`src/rtl/result_bcd_converter_if.sv`:
```
// Result-to-BCD converter bus: trigger/operand from the controller side,
// converted digits, sign, blank mask and overflow back to the display side.
// Optional feature macro: BCD_SEVSEG_EN adds seg/seg_minus segment outputs.
interface result_bcd_converter_if #(
    parameter int WIDTH      = 16,
    parameter int NUM_DIGITS = 5
);
    logic                    start;
    logic [WIDTH-1:0]        din;
    logic                    busy;
    logic                    valid;
    logic                    sign;
    logic [4*NUM_DIGITS-1:0] bcd;
    logic [NUM_DIGITS-1:0]   blank;
    logic                    ovf;
`ifdef BCD_SEVSEG_EN
    logic [7*NUM_DIGITS-1:0] seg;
    logic                    seg_minus;

    modport master (
        output start, din,
        input  busy, valid, sign, bcd, blank, ovf, seg, seg_minus
    );

    modport slave (
        input  start, din,
        output busy, valid, sign, bcd, blank, ovf, seg, seg_minus
    );
`else
    modport master (
        output start, din,
        input  busy, valid, sign, bcd, blank, ovf
    );

    modport slave (
        input  start, din,
        output busy, valid, sign, bcd, blank, ovf
    );
`endif
endinterface

```
`src/rtl/result_bcd_converter.sv`:
```
// Converts the controller's sign-magnitude result into BCD digits with an
// iterative double-dabble (one magnitude bit per cycle), producing sign,
// leading-zero blank mask and overflow flag for the display driver.
// Optional feature macro: BCD_SEVSEG_EN adds registered active-low
// seven-segment glyphs per digit plus a minus-sign segment.
module result_bcd_converter #(
    parameter int WIDTH      = 16,
    parameter int NUM_DIGITS = 5
) (
    input  logic                   clk,
    input  logic                   RST,
    result_bcd_converter_if.slave  bus
);

    localparam int BCD_W = 4 * NUM_DIGITS;
    localparam int MAG_W = WIDTH - 1;
    localparam int CNT_W = $clog2(WIDTH);

    localparam logic [1:0] ST_IDLE  = 2'd0;
    localparam logic [1:0] ST_SHIFT = 2'd1;
    localparam logic [1:0] ST_DONE  = 2'd2;

    localparam logic [NUM_DIGITS-1:0] BLANK_RST = {{(NUM_DIGITS-1){1'b1}}, 1'b0};

    logic [1:0]            state_q,   state_d;
    logic                  start_q,   start_d;
    logic [MAG_W-1:0]      mag_q,     mag_d;
    logic [BCD_W-1:0]      acc_q,     acc_d;
    logic [CNT_W-1:0]      cnt_q,     cnt_d;
    logic                  ovf_int_q, ovf_int_d;
    logic                  sign_in_q, sign_in_d;
    logic                  nz_q,      nz_d;
    logic                  busy_q,    busy_d;
    logic                  valid_q,   valid_d;
    logic                  sign_q,    sign_d;
    logic [BCD_W-1:0]      bcd_q,     bcd_d;
    logic [NUM_DIGITS-1:0] blank_q,   blank_d;
    logic                  ovf_q,     ovf_d;

    logic                  trigger;
    logic [BCD_W-1:0]      adj;
    logic [NUM_DIGITS-1:0] blank_calc;
    logic                  zero_above;

`ifdef BCD_SEVSEG_EN
    logic [7*NUM_DIGITS-1:0] seg_q,       seg_d;
    logic                    seg_minus_q, seg_minus_d;

    // Active-low {g,f,e,d,c,b,a} glyph for one BCD digit; non-BCD codes go dark.
    function automatic logic [6:0] seg_glyph(input logic [3:0] digit);
        case (digit)
            4'd0:    seg_glyph = 7'b1000000;
            4'd1:    seg_glyph = 7'b1111001;
            4'd2:    seg_glyph = 7'b0100100;
            4'd3:    seg_glyph = 7'b0110000;
            4'd4:    seg_glyph = 7'b0011001;
            4'd5:    seg_glyph = 7'b0010010;
            4'd6:    seg_glyph = 7'b0000010;
            4'd7:    seg_glyph = 7'b1111000;
            4'd8:    seg_glyph = 7'b0000000;
            4'd9:    seg_glyph = 7'b0010000;
            default: seg_glyph = 7'b1111111;
        endcase
    endfunction
`endif

    // Start only on a fresh rising edge of the completion flag while idle; edges during a conversion are dropped.
    assign trigger = bus.start & ~start_q & (state_q == ST_IDLE);

    // Digit adjust (+3 on >=5) and leading-zero mask derived from the accumulator.
    always_comb begin
        adj        = acc_q;
        blank_calc = '0;
        zero_above = 1'b1;
        for (int i = 0; i < NUM_DIGITS; i++) begin
            if (acc_q[4*i +: 4] >= 4'd5) begin
                adj[4*i +: 4] = acc_q[4*i +: 4] + 4'd3;
            end
        end
        for (int i = NUM_DIGITS - 1; i >= 1; i--) begin
            zero_above    = zero_above & (acc_q[4*i +: 4] == 4'd0);
            blank_calc[i] = zero_above;
        end
        if (ovf_int_q) begin
            blank_calc = '0;
        end
    end

    // Sequencer and shift datapath: load on trigger, shift the magnitude into the BCD accumulator, then publish.
    always_comb begin
        state_d   = state_q;
        start_d   = bus.start;
        mag_d     = mag_q;
        acc_d     = acc_q;
        cnt_d     = cnt_q;
        ovf_int_d = ovf_int_q;
        sign_in_d = sign_in_q;
        nz_d      = nz_q;
        case (state_q)
            ST_IDLE: begin
                if (trigger) begin
                    mag_d     = bus.din[MAG_W-1:0];
                    acc_d     = '0;
                    ovf_int_d = 1'b0;
                    sign_in_d = bus.din[WIDTH-1];
                    nz_d      = |bus.din[MAG_W-1:0];
                    cnt_d     = CNT_W'(WIDTH - 1);
                    state_d   = ST_SHIFT;
                end
            end
            ST_SHIFT: begin
                ovf_int_d = ovf_int_q | adj[BCD_W-1];
                acc_d     = {adj[BCD_W-2:0], mag_q[MAG_W-1]};
                mag_d     = {mag_q[MAG_W-2:0], 1'b0};
                cnt_d     = cnt_q - CNT_W'(1);
                if (cnt_q == CNT_W'(1)) begin
                    state_d = ST_DONE;
                end
            end
            ST_DONE: begin
                state_d = ST_IDLE;
            end
            default: begin
                state_d = ST_IDLE;
            end
        endcase
    end

    // Output registers only change in the publish cycle and hold between conversions.
    always_comb begin
        busy_d  = (state_d != ST_IDLE);
        valid_d = 1'b0;
        sign_d  = sign_q;
        bcd_d   = bcd_q;
        blank_d = blank_q;
        ovf_d   = ovf_q;
`ifdef BCD_SEVSEG_EN
        seg_d       = seg_q;
        seg_minus_d = seg_minus_q;
`endif
        if (state_q == ST_DONE) begin
            valid_d = 1'b1;
            sign_d  = sign_in_q & nz_q;
            bcd_d   = acc_q;
            blank_d = blank_calc;
            ovf_d   = ovf_int_q;
`ifdef BCD_SEVSEG_EN
            for (int i = 0; i < NUM_DIGITS; i++) begin
                seg_d[7*i +: 7] = blank_calc[i] ? 7'b1111111 : seg_glyph(acc_q[4*i +: 4]);
            end
            seg_minus_d = ~(sign_in_q & nz_q);
`endif
        end
    end

    // State and output flops; reset aborts any conversion in progress and forgets the last start level.
    always_ff @(posedge clk) begin
        if (RST) begin
            state_q   <= ST_IDLE;
            start_q   <= 1'b0;
            mag_q     <= '0;
            acc_q     <= '0;
            cnt_q     <= '0;
            ovf_int_q <= 1'b0;
            sign_in_q <= 1'b0;
            nz_q      <= 1'b0;
            busy_q    <= 1'b0;
            valid_q   <= 1'b0;
            sign_q    <= 1'b0;
            bcd_q     <= '0;
            blank_q   <= BLANK_RST;
            ovf_q     <= 1'b0;
`ifdef BCD_SEVSEG_EN
            seg_q       <= '1;
            seg_minus_q <= 1'b1;
`endif
        end else begin
            state_q   <= state_d;
            start_q   <= start_d;
            mag_q     <= mag_d;
            acc_q     <= acc_d;
            cnt_q     <= cnt_d;
            ovf_int_q <= ovf_int_d;
            sign_in_q <= sign_in_d;
            nz_q      <= nz_d;
            busy_q    <= busy_d;
            valid_q   <= valid_d;
            sign_q    <= sign_d;
            bcd_q     <= bcd_d;
            blank_q   <= blank_d;
            ovf_q     <= ovf_d;
`ifdef BCD_SEVSEG_EN
            seg_q       <= seg_d;
            seg_minus_q <= seg_minus_d;
`endif
        end
    end

    assign bus.busy  = busy_q;
    assign bus.valid = valid_q;
    assign bus.sign  = sign_q;
    assign bus.bcd   = bcd_q;
    assign bus.blank = blank_q;
    assign bus.ovf   = ovf_q;
`ifdef BCD_SEVSEG_EN
    assign bus.seg       = seg_q;
    assign bus.seg_minus = seg_minus_q;
`endif

endmodule

```
`src/flat_wrapper.sv`:
```
// flat-port wrapper written by rule: the top's interface ports become plain ports
module result_bcd_converter_flat 
#(
    parameter int WIDTH      = 16,
    parameter int NUM_DIGITS = 5
)
  (clk, RST, bus_start, bus_din, bus_busy, bus_valid, bus_sign, bus_bcd, bus_blank, bus_ovf);
  result_bcd_converter_if #(.WIDTH(WIDTH), .NUM_DIGITS(NUM_DIGITS)) bus_i ();
  input  logic clk;
  input  logic RST;
  input wire logic [$bits(bus_i.start)-1:0] bus_start;
  input wire logic [$bits(bus_i.din)-1:0] bus_din;
  output wire logic [$bits(bus_i.busy)-1:0] bus_busy;
  output wire logic [$bits(bus_i.valid)-1:0] bus_valid;
  output wire logic [$bits(bus_i.sign)-1:0] bus_sign;
  output wire logic [$bits(bus_i.bcd)-1:0] bus_bcd;
  output wire logic [$bits(bus_i.blank)-1:0] bus_blank;
  output wire logic [$bits(bus_i.ovf)-1:0] bus_ovf;
  assign bus_i.start = bus_start;
  assign bus_i.din = bus_din;
  assign bus_busy = bus_i.busy;
  assign bus_valid = bus_i.valid;
  assign bus_sign = bus_i.sign;
  assign bus_bcd = bus_i.bcd;
  assign bus_blank = bus_i.blank;
  assign bus_ovf = bus_i.ovf;
  result_bcd_converter #(.WIDTH(WIDTH), .NUM_DIGITS(NUM_DIGITS)) u_core (.clk(clk), .RST(RST), .bus(bus_i));
endmodule
```
`config.mk`:
```
export PLATFORM = sky130hd
export DESIGN_NAME = result_bcd_converter_flat
export DESIGN_NICKNAME = d
export VERILOG_FILES = /design/src/rtl/result_bcd_converter_if.sv /design/src/rtl/result_bcd_converter.sv /design/src/flat_wrapper.sv
export SDC_FILE = /design/constraint.sdc
export NUM_CORES = 1
export LEC_CHECK = 0
export CAP_MARGIN = 20
export CORE_ASPECT_RATIO = 0.75
export CORE_MARGIN = 5
export CORE_UTILIZATION = 53
export CTS_BUF_LIST = sky130_fd_sc_hd__clkbuf_4 sky130_fd_sc_hd__clkbuf_8 sky130_fd_sc_hd__clkbuf_16
export DETAILED_ROUTE_END_ITERATION = 7
export PLACE_DENSITY = 0.79
export SKIP_CTS_REPAIR_TIMING = 1
export SLEW_MARGIN = 20
export SYNTH_ARGS = -nofsm -noshare
export SYNTH_HDL_FRONTEND = slang
export SYNTH_SLANG_ARGS = --single-unit
```
`constraint.sdc`:
```
create_clock -name clk -period 2.2 [get_ports clk]
set_clock_uncertainty 0.15 [all_clocks]
set_input_delay 0.44 -clock clk [delete_from_list [all_inputs] [get_ports clk]]
set_output_delay 0.44 -clock clk [all_outputs]
set_load 0.02 [all_outputs]
```
==> summary.txt <==
Power and ir drop
  – PwrDens: 748 nW/um^2
  – Leakage power: 1.38 nW
  – Max VDD drop: 0.471 mV

Cells and area
  – Most common cell after layout, fill and taps aside: dfxtp_1
  – Non-filler cells, final: around 490
  – Layout cells sized above 1: a little under 8%
  – Synth-to-Final Area Change: 24.6%
  – Nets@finish: 441
  – Fillcell total: 480
  – Antenna cell count: 0
  – Most frequent cells in the layout: dfxtp_1 (73), nand2_1 (68), a21oi_1 (54), clkdlybuf4s50_1 (45), ha_1 (16)
  – Post-route cell area: about 4000 sq um

Synthesis
  – Register area share after synthesis: 46.7%
  – Warnings from Yosys: 0
  – Top post-synthesis cells by area: dfxtp_1 (47%), a21oi_1 (8.6%), nand2_1 (8.2%)
  – Synth Instances: 364
  – Seq cells post-synth: 73
  – Yosys cell types: 40
  – Share of Yosys cell area claimed by the top area cell type: 46.7%
  – Mapped Area: 3130 sq um
  – Syn_area_per_cell: 8.59 sq um
  – Synth Net Count: 399
  – Post-synth top area cell: dfxtp_1

GRT
  – First-pass GRT wire length: 12,200 microns
  – Number of global-route vias before repair: 2,608
  – Initial antenna violation count: 0
  – Gr ovfl total: 0
  – GRT Total Usage: just under 20%
  – Pin count of the biggest net entering global routing: 54

Critical path
  – Worst EP required: around 2.3 ns
  – Critical-path maximum fanout: 33
  – WP data arrival: 1.98 ns
  – CP startpoint kind: flop
  – Kind of critical path: flop to flop
  – Crit. End Element: flop

Floorplanning
  – Placeable Area: 5770 sq um
  – Die Span X: 98.7 microns
  – Initial Util: a little over half
  – DIE HEIGHT: 76.5 microns
  – Row count: 24
  – Die footprint: 7550 sq um
  – IO Pins: 48

CTS
  – Cts bufs inserted: 9
  – Clock slew seen by the registers of the worst setup and hold paths: ~0.080 ns
  – Clk sink count: 73
  – CTS root buf: clkbuf_8
  – H-tree levels: 3
  – CTS tree: built
  – Clk buf depth: 2
  – Worst-Skew Late Latency: 0.35 ns

Placement
  – # port buffers: 46
  – HPWL after DPL: 4660 microns
  – Routability cong.: 0.805
  – DP Area: 3650 sq um
  – Dpl ws: -0.176 ns
  – Cells after DPL: roughly 470

STA
  – Final-report hold violation count: 0
  – Worst slew margin: 55.3%
  – Setup TNS: 0 ns
  – Final period demand of the worst path: 1.92 ns
  – Number of setup violations in the final report: 0
  – Least-Margin Pin Slew: 0.667 ns
  – Final period utilization: around 87%
  – Hold Worst Slack: 0.304 ns
  – Fmax: 522 MHz
  – Max-slew violation count: 0
  – Worst setup margin: 0.284 ns
  – RSZ-0062 raised after global routing: no

Min path
  – Hold Path Class: flop to flop

Flow run
  – MaxCap Viol Count: 0

Run status
  – Status: finished clean

Route
  – WL/cell: 14.6 microns
  – DR pass1 iterations: 4
  – DRT antenna net count: 0
  – Routed WL: 7140 microns
  – DR vias/cell: 5.42
  – DR vias: 2,650
  – DR DRC count: 0
  – 1st-iter DRT viols: 173
-- state kept, by name, indices dropped and copies added, names as in the netlist, 2 cells and up --
name and cells:
u_core.state_q 2, u_core.cnt_q 4, u_core.mag_q 15, u_core.bus.blank 4, u_core.acc_q 20, u_core.bus.bcd 20
-- synth_stat cells (all sizes together) --
| library cell | n |
|---|---|
| nor3b | 1 |
| a311oi | 1 |
| xnor2 | 5 |
| o21ai | 17 |
| or4b | 3 |
| and4 | 1 |
| conb | 1 |
| nor2b | 3 |
| a211oi | 4 |
| a32oi | 3 |
| buf | 11 |
| a21oi | 54 |
| dfxtp | 73 |
| clkbuf | 13 |
| mux2i | 5 |
| o31ai | 1 |
| nor4 | 5 |
| nor4b | 1 |
| nand3 | 6 |
| a22oi | 14 |
| nand2 | 68 |
| a22o | 4 |
| a211o | 1 |
| nor3 | 11 |
| ha | 16 |
| mux2 | 1 |
| or4 | 1 |
| nand4 | 1 |
| xor2 | 2 |
| nand3b | 1 |
| nor2 | 12 |
| o32ai | 1 |
| inv | 12 |
| nand2b | 10 |
| a221o | 1 |
-- report_power, final --
part           leakage, nW  switching [mW]  internal (mW)
Combinational        0.671           0.149         0.0976
Clock                0.121           0.508          0.772
Sequential           0.592          0.0276           1.36
Total                 1.38           0.684           2.23
-- area by class of cell --
cell class,count,area [sq um],area share (%)
clock inverter,6,115,2.95
timing repair buffer,55,523,13.4
sequential,73,1460,37.5
tap,78,97.6,2.50
inverter,12,45.0,1.16
clock buffer,10,131,3.37
multi-input combinational,255,1530,39.1
-- through the flow --
stage	utilization, %	power (mW)
after floorplan	-	1.57
after global placement	63.3	1.65
after detailed placement	63.3	1.66
after CTS	67.5	2.93
after global routing	67.6	3.02
final	67.6	2.91
-- critical path, stage by stage, from the launching register on --
cell     delay, ns
dfxtp_1       0.43
nor2b_2       0.21
buf_4         0.36
nor2_1        0.09
buf_4         0.23
o21ai_0       0.20
a21oi_1       0.09
-- cell families (layout without fill, tap and decap cells) --
group / after synthesis / in the layout / share of synthesized area [%]
other: 1 / 1 / 0.120
adders and majority gates: 16 / 16 / 6.40
buffers and inverters: 36 / 83 / 4.76
DFF: 73 / 73 / 46.7
AOI/OAI and AO/OA: 101 / 101 / 19.0
muxes: 6 / 6 / 1.96
xor gates and xnor gates: 7 / 7 / 1.96
and+or+nand+nor: 124 / 124 / 19.0
-- routing by layer --
| metal | vias up | routed length, microns | track usage, % |
|---|---|---|---|
| li1 | 1346 | - | - |
| met5 | - | 0 | 0 |
| met2 | 58 | 3210 | 31.2 |
| met3 | 8 | 379 | 4.39 |
| met1 | 1238 | 3470 | 25.9 |
| met4 | 0 | 79 | 9.28 |
-- final timing paths --
kind                                   start                               to  slack (ns)  cells past startpoint
min reg2reg  u_core.bus.bcd[16]$_SDFFE_PP0P_  u_core.bus.bcd[16]$_SDFFE_PP0P_        0.30                      2
min          u_core.bus.bcd[16]$_SDFFE_PP0P_  u_core.bus.bcd[16]$_SDFFE_PP0P_        0.30                      2
max             u_core.state_q[0]$_SDFF_PP0_    u_core.acc_q[19]$_SDFFE_PP0P_        0.28                      6
max reg2reg     u_core.state_q[0]$_SDFF_PP0_    u_core.acc_q[19]$_SDFFE_PP0P_        0.28                      6
No activity file was read; power rests on OpenSTA's default activity.
